`src/rtl/effect_pkg.sv`:
```
// Shared types and helpers for the effect-chain stages.
// Holds the sequencer state encoding, the level field width and a width-generic saturating add.
package effect_pkg;

    typedef enum logic [1:0] {
        IDLE,
        READ,
        WRITE,
        MIX
    } state_t;

    localparam int LEVEL_W = 3;

    // Adds two values and clamps the sum to the signed range of 'width' bits.
    function automatic longint sat_add(input longint a, input longint b, input int unsigned width);
        longint sum;
        longint hi;
        longint lo;
        sum = a + b;
        hi  = (longint'(1) <<< (width - 1)) - 1;
        lo  = -(longint'(1) <<< (width - 1));
        if (sum > hi) return hi;
        if (sum < lo) return lo;
        return sum;
    endfunction

endpackage

```
`src/rtl/effect_sat_mix.sv`:
```
// Mixer: dry + sum of taps, tap k arithmetically shifted right by SHIFT_BASE+k, saturated to DATA_W.
// Latency: purely combinational.
// Backpressure: none; output follows inputs.
module effect_sat_mix
    import effect_pkg::*;
#(
    parameter int DATA_W     = 16,
    parameter int NUM_TAPS   = 2,
    parameter int SHIFT_BASE = 1
) (
    input  logic [DATA_W-1:0]               dry,
    input  logic [NUM_TAPS-1:0][DATA_W-1:0] taps,
    output logic [DATA_W-1:0]               mix
);

    // Headroom for the dry sample plus NUM_TAPS attenuated taps without wrapping.
    localparam int ACC_W = DATA_W + $clog2(NUM_TAPS) + 2;

    logic signed [ACC_W-1:0]  acc;
    logic signed [DATA_W-1:0] shifted;

    always_comb begin
        shifted = '0;
        acc     = {{(ACC_W-DATA_W){dry[DATA_W-1]}}, dry};
        for (int k = 0; k < NUM_TAPS; k++) begin
            shifted = $signed(taps[k]) >>> (SHIFT_BASE + k);
            acc     = acc + {{(ACC_W-DATA_W){shifted[DATA_W-1]}}, shifted};
        end
    end

    assign mix = DATA_W'(sat_add(longint'(acc), 64'sd0, DATA_W));

endmodule

```
`src/rtl/effect_delay_multitap.sv`:
```
// Multi-tap SRAM echo: per sample reads NUM_TAPS delayed taps, writes the new sample, emits dry+wet mix.
// Latency: i_valid -> o_valid NUM_TAPS+3 cycles; one sample in flight at a time.
// Backpressure: none; i_valid while busy is dropped and flagged on sticky o_overrun. DELAY_FEEDBACK_EN adds tap-0 feedback.
module effect_delay_multitap
    import effect_pkg::*;
#(
    parameter int DATA_W   = 16,
    parameter int ADDR_W   = 20,
    parameter int NUM_TAPS = 2,
    parameter int TAP_STEP = 4096,
    parameter int FB_SHIFT = 2
) (
    input  logic               i_clk,
    input  logic               i_rst,
    input  logic               i_valid,
    input  logic               i_enable,
    input  logic [LEVEL_W-1:0] i_level,
    input  logic [DATA_W-1:0]  i_data,
    input  logic [DATA_W-1:0]  i_sram_rdata,
    output logic [ADDR_W-1:0]  o_sram_addr,
    output logic               o_sram_we_n,
    output logic [DATA_W-1:0]  o_sram_wdata,
    output logic [DATA_W-1:0]  o_data,
    output logic               o_valid,
    output logic               o_overrun
);

    localparam int TAP_IDX_W = (NUM_TAPS > 1) ? $clog2(NUM_TAPS) : 1;
    localparam logic [ADDR_W-1:0] FILL_MAX = '1;

`ifdef DELAY_FEEDBACK_EN
    localparam bit FB_ON = 1'b1;
`else
    localparam bit FB_ON = 1'b0;
`endif

    state_t                          state;
    logic [TAP_IDX_W-1:0]            tap_idx;
    logic [ADDR_W-1:0]               wr_ptr;
    logic [ADDR_W-1:0]               fill;
    logic [DATA_W-1:0]               dry;
    logic                            en_l;
    logic [LEVEL_W-1:0]              level_l;
    logic [NUM_TAPS-1:0][DATA_W-1:0] taps;

    logic [31:0]       tap_dly;
    logic [ADDR_W-1:0] rd_addr;
    logic              tap_filled;
    logic [DATA_W-1:0] mix_dat;
    logic [DATA_W-1:0] fb_dat;
    logic [DATA_W-1:0] wr_dat;

    // Delay of the tap currently being read; the parameter constraint keeps it below 2**ADDR_W.
    always_comb begin
        tap_dly = (32'(level_l) + 32'd1) * 32'(TAP_STEP) * (32'(tap_idx) + 32'd1);
    end

    assign rd_addr    = wr_ptr - tap_dly[ADDR_W-1:0];
    assign tap_filled = 32'(fill) >= tap_dly;

    effect_sat_mix #(
        .DATA_W    (DATA_W),
        .NUM_TAPS  (NUM_TAPS),
        .SHIFT_BASE(1)
    ) u_mix (
        .dry (dry),
        .taps(taps),
        .mix (mix_dat)
    );

    effect_sat_mix #(
        .DATA_W    (DATA_W),
        .NUM_TAPS  (1),
        .SHIFT_BASE(FB_SHIFT)
    ) u_fb (
        .dry (dry),
        .taps(taps[0]),
        .mix (fb_dat)
    );

    // Bypass still writes the dry sample so the history is current when the effect is re-enabled.
    assign wr_dat = (FB_ON && en_l) ? fb_dat : dry;

    always_ff @(posedge i_clk or posedge i_rst) begin
        if (i_rst) begin
            state     <= IDLE;
            tap_idx   <= '0;
            wr_ptr    <= '0;
            fill      <= '0;
            dry       <= '0;
            en_l      <= 1'b0;
            level_l   <= '0;
            taps      <= '0;
            o_data    <= '0;
            o_valid   <= 1'b0;
            o_overrun <= 1'b0;
        end else begin
            o_valid <= 1'b0;
            if (i_valid && state != IDLE) o_overrun <= 1'b1;
            case (state)
                IDLE: begin
                    if (i_valid) begin
                        dry     <= i_data;
                        en_l    <= i_enable;
                        level_l <= i_level;
                        tap_idx <= '0;
                        state   <= READ;
                    end
                end
                READ: begin
                    for (int k = 0; k < NUM_TAPS; k++) begin
                        if (tap_idx == TAP_IDX_W'(k)) taps[k] <= tap_filled ? i_sram_rdata : '0;
                    end
                    if (tap_idx == TAP_IDX_W'(NUM_TAPS - 1)) state <= WRITE;
                    else tap_idx <= tap_idx + 1'b1;
                end
                WRITE: begin
                    wr_ptr <= wr_ptr + 1'b1;
                    if (fill != FILL_MAX) fill <= fill + 1'b1;
                    state <= MIX;
                end
                MIX: begin
                    o_data  <= en_l ? mix_dat : dry;
                    o_valid <= 1'b1;
                    state   <= IDLE;
                end
                default: state <= IDLE;
            endcase
        end
    end

    // Async SRAM: address and strobe decode straight from state so reads land in the same cycle.
    always_comb begin
        o_sram_addr  = '0;
        o_sram_we_n  = 1'b1;
        o_sram_wdata = '0;
        case (state)
            READ:  o_sram_addr = rd_addr;
            WRITE: begin
                o_sram_addr  = wr_ptr;
                o_sram_we_n  = 1'b0;
                o_sram_wdata = wr_dat;
            end
            default: ;
        endcase
    end

endmodule

```
`config.mk`:
```
export PLATFORM = sky130hd
export DESIGN_NAME = effect_delay_multitap
export DESIGN_NICKNAME = d
export VERILOG_FILES = /design/src/rtl/effect_pkg.sv /design/src/rtl/effect_sat_mix.sv /design/src/rtl/effect_delay_multitap.sv
export SDC_FILE = /design/constraint.sdc
export NUM_CORES = 1
export LEC_CHECK = 0
export ABC_AREA = 1
export CAP_MARGIN = 25
export CORE_MARGIN = 4
export CORE_UTILIZATION = 45
export CTS_BUF_LIST = sky130_fd_sc_hd__clkbuf_8 sky130_fd_sc_hd__clkbuf_16
export DETAILED_ROUTE_END_ITERATION = 8
export PLACE_DENSITY = 0.67
export SYNTH_ARGS = -nofsm -noshare
export SYNTH_HDL_FRONTEND = slang
export SYNTH_HIERARCHICAL = 1
export SYNTH_SLANG_ARGS = --single-unit
export TNS_END_PERCENT = 5
```
`constraint.sdc`:
```
create_clock -name i_clk -period 8.8 [get_ports i_clk]
set_clock_uncertainty 0.15 [all_clocks]
set_input_delay 2.64 -clock i_clk [delete_from_list [all_inputs] [get_ports i_clk]]
set_output_delay 2.64 -clock i_clk [all_outputs]
set_load 0.01 [all_outputs]
```
* Word-level counts from Yosys, hierarchy flattened
Cells that the tools add are included.
** Storage, ports and cells
- Register bits after elaboration :: 113
- Output and inout bits :: 55
- Input port bits :: 39
- Word-level logic and storage cells :: 60
** Cells by class
- Order comparisons :: 3
- Multiply operators :: 1
- Eq/ne operators :: 6
- Reduce and logical (&&, ||, !) cells :: 10
- Add/subtract/negate cells :: 8
- Multiplexer cells :: 19
- Bitwise logic cells :: 1
** Operators with widths (number)
- $mux 16 :: 6
- $add 20x1->20 const B :: 2
- $pmux 20 s2 :: 1
- $ge 20x18->1 :: 1
- $ne 20x20->1 const B :: 1
- $sub 20x18->20 :: 1
- $gt 19x16->1 const B :: 1
- $lt 19x16->1 const B :: 1
- $add 17x14->18 :: 1
- $add 16x15->17 :: 1
- $mux 15 :: 1
- $reduce_and 2->1 :: 6
- $pmux 2 s4 :: 1
- $mux 1 :: 7
- $mul 4x2->6 :: 1
- $add 3x1->4 const B :: 1
- $eq 2x2->1 const B :: 2
- $mux 2 :: 2
- $ne 2x2->1 const B :: 2
- $reduce_bool 2->1 :: 2
- $add 1x1->2 const B :: 1
- $eq 2x1->1 const B :: 1
- $logic_not 2->1 :: 1
- $pmux 1 s2 :: 1
- 3 further kinds :: 3

* Logic depth before layout (Yosys ltp)
- Depth in word-level cells :: 8
- Depth in mapped cells :: 20
- Depth with buffers taken out :: 19

* Hierarchy
Netlist, hierarchy kept.
** By module, submodules not included
- effect_delay_multitap :: instances 1, cells an instance 822, area an instance 6173.4 um^2, sequential area each 2827.7 um^2
- effect_sat_mix :: instances 1, cells an instance 223, area an instance 1537.7 um^2, sequential area each 0.0 um^2

* Worst setup path before layout
Ideal clock, no wire load.
- Path kind :: reg-to-output
- Start point :: register level_l[0]
- End point :: output o_sram_addr[18]
- Cell stages (with the launch flop) :: 15
- Data required time :: 6.010 ns
- Buffers on the path :: 0
- Path slack :: 3.904 ns
- Arrival time :: 2.106 ns
- Cells stage by stage :: dfrtp_1 -> ha_1 -> xor2_1 -> nand2_1 -> nand2_1 -> ha_1 -> inv_1 -> ha_1 -> nand2_1 -> nand3_1 -> nand3b_1 -> nand2_1 -> nand2_1 -> nand2_1 -> a21oi_1
** Between the ends
- Cells in the longest elaborated chain, start to end :: 4
** Ends and longest elaborated chain
- start: declaration :: RTL line effect_delay_multitap.sv:43 : logic [LEVEL_W-1:0] level_l;
- start signal: assignment :: RTL line effect_delay_multitap.sv:105 : level_l <= i_level;
- $add 3x1->4 :: RTL line effect_delay_multitap.sv:55 : tap_dly = (32'(level_l) + 32'd1) * 32'(TAP_STEP) * (32'(tap_idx) + 32'd1);
- $mul 4x2->6 :: RTL line effect_delay_multitap.sv:55
- $sub 20x18->20 :: RTL line effect_delay_multitap.sv:58 : assign rd_addr = wr_ptr - tap_dly[ADDR_W-1:0];
- $pmux 20 s2 :: RTL line effect_delay_multitap.sv:137 : case (state)
- end: declaration :: RTL line effect_delay_multitap.sv:20 : output logic [ADDR_W-1:0] o_sram_addr,
Every way passes these cells.

* Worst setup path after layout
Same ends and word-level chain as after synthesis.

==> flow_summary.yaml <==
clock_network:
  htree_num_levels: 3
  clk_transition_reported_paths_ps: 70
  insertion_delay_ps: 350
  clockBufferDepth: 2
  hold_buffers: 0
  postCtsSetupRepairBufs: 0
  clock-sinks: 110
  cts_tree: "done"
  numCtsBuffers: 9
  root_buffer: "clkbuf_16"
  cts_resized: 0
timing:
  fmax_mhz: 167.1
  relSlewSlack_pct: 48.27
  grt_setup_unrepaired: "false"
  finalCritPeriodShare_pct: 68.00
  tns_ps: 0
  final_hold_viol_count: 0
  period_minus_slack_ps: 5984
  worst_slew_pin_slew_ps: 773.1
  layout_setup_ws_ps: 2816
  slew_viol_final: 0
  finalSetupViolCount: 0
place:
  dp_hpwl_um: 13360
  post-place-ws_ps: 3181
  placed_area_mm2: 0.008661
  port_buffers: 92
  routabilityCongestion: 0.8696
hold_path:
  hold_end: "o_overrun$_DFFE_PP0P_"
  min_from: "o_overrun$_DFFE_PP0P_"
  worst_hold_path_type: "flop to flop"
  whs_path_depth: 1
drt:
  firstDrtPassIters: 6
  viasPerCell: 4.807
  drcViolationCount: 0
  first_iter_violations: 323
  ant_nets: 0
  totalWireLength_um: 17120
  vias: 6413
  wl_per_cell_um: 12.84
critical_path:
  worstSetupPathType: "flop to primary output"
  end_kind: "primary output"
  r2r-start: "dry[1]$_DFFE_PP0P_"
  slowest_stage: "clkdlybuf4s50_1"
  cp.depth: 12
  path_buf_inv: 3
  worstPathArrival_ps: 3190
  ff2ff_path_depth: 17
  start_kind: "flop"
  required_ps: 6010
  crit_family: "adder cells"
  ff2ff_setup_slack_ps: 5400
  crit_chain: "ha_1, o21ai_0, inv_1, fa_1, inv_1, nand2_1, nand3_1, nand3b_1, nand3_1, nand2_1, a21oi_1, clkdlybuf4s50_1"
  r2r-end: "o_data[0]$_DFFE_PP0P_"
  path_max_fanout: 5
  cpPeakStageDelay_ps: 550
yosys:
  post_synth.cell_area_avg_um2: 7.356
  synth_nets: 1127
  syn_inst: 1033
  syn_area_mm2: 0.007599
  synth_warnings: 6
run:
  cap_violations: 0
floorplanning:
  dieHeight_um: 137.9
  die_x_um: 137.9
  core_region_area_mm2: 0.01658
  dieArea_mm2: 0.01903
  start_util_pct: 45.82
  io_pins: 94
  rows: 47
power:
  p_leak_nw: 4.669
  power_w: 0.003237
  ir_drop_mv: 0.1826
  powerDensity_mw_per_mm2: 361.3
global_routing:
  grt_pass1_wl_um: 28980
  grt_pass1_vias: 5972
  gr-total-overflow: 0
  grt_antenna_before_repair: 0
  track_usage_pct: 19.20
  grt_max_degree: 58
final_layout:
  syn2layout_area_growth_pct: 17.92
  postLayoutCellArea_mm2: 0.008960
  nNetsFinal: 1203
  layout_common_cells: "nand2_1, dfrtp_1, inv_1, clkdlybuf4s50_1, nor2_1"
  antennaDiodeCount: 0
  layout_commonest_cell: "nand2_1"
  drive_above_1_share_pct: 7.540
status:
  status: "finished, final reports clean"
[routing by layer]
| metal | vias to the layer above | track usage, % | routed length, µm |
|---|---|---|---|
| li1 | 3350 | - | - |
| met1 | 2951 | 26.12 | 7857 |
| met2 | 99 | 32.24 | 8397 |
| met3 | 13 | 3.374 | 709 |
| met4 | 0 | 4.226 | 157 |
| met5 | - | 0 | 0 |
[stage by stage]
stage | cells | utilization (%) | hold slack (ps)
4_1_cts | 1333 | 53.94 | 325.1
2_1_floorplan | 1033 | - | 299.1
3_3_place_gp | 1316 | 52.06 | 305.7
5_1_grt | 1334 | 54.03 | 341.9
6_report | 1334 | 54.03 | 319.2
3_5_place_dp | 1317 | 52.23 | 303.2
[worst register-to-register path: cells and delay by family, from the launching register on]
family / cells / cell delay, ps
buffers and inverters: 2 / 130
AND/OR/NAND/NOR: 10 / 850
adder cells (fa/ha/maj): 3 / 1150
AO/OA/AOI/OAI: 2 / 530
flip-flops: 1 / 440
[power breakdown]
part           internal, W  switching, W
clock network     0.000202      0.000189
registers         0.000662      0.000177
logic             0.000789       0.00122
total              0.00165       0.00158
[cell type report]
type / instances / area [µm²]
inverters: 116 / 440.4
repair buffers: 96 / 978.4
flip-flops and latches: 110 / 2753
clock buffers: 10 / 239.0
clock inverters: 6 / 45.04
well taps: 220 / 275.3
fillers: 1600 / 7624
multi-input cells: 776 / 4229
[registers in the layout (all words and copies together) (netlist names)]
| name | cells |
|---|---|
| state | 2 |
| fill | 20 |
| en_l | 1 |
| dry | 16 |
| o_overrun | 1 |
| wr_ptr | 20 |
| taps | 29 |
| level_l | 3 |
| tap_idx | 1 |
| o_valid | 1 |
| o_data | 16 |
[worst max path at each step]
stage | startpoint | to
final | level_l[0]$_DFFE_PP0P_ | o_sram_addr[18]
after global routing | level_l[0]$_DFFE_PP0P_ | o_sram_addr[18]
after CTS | level_l[0]$_DFFE_PP0P_ | o_sram_addr[18]
after detailed placement | level_l[0]$_DFFE_PP0P_ | o_sram_addr[18]
after global placement | level_l[0]$_DFFE_PP0P_ | o_sram_addr[18]
after floorplan | i_rst | dry[0]$_DFFE_PP0P_
(Power assumes the default switching activity.)
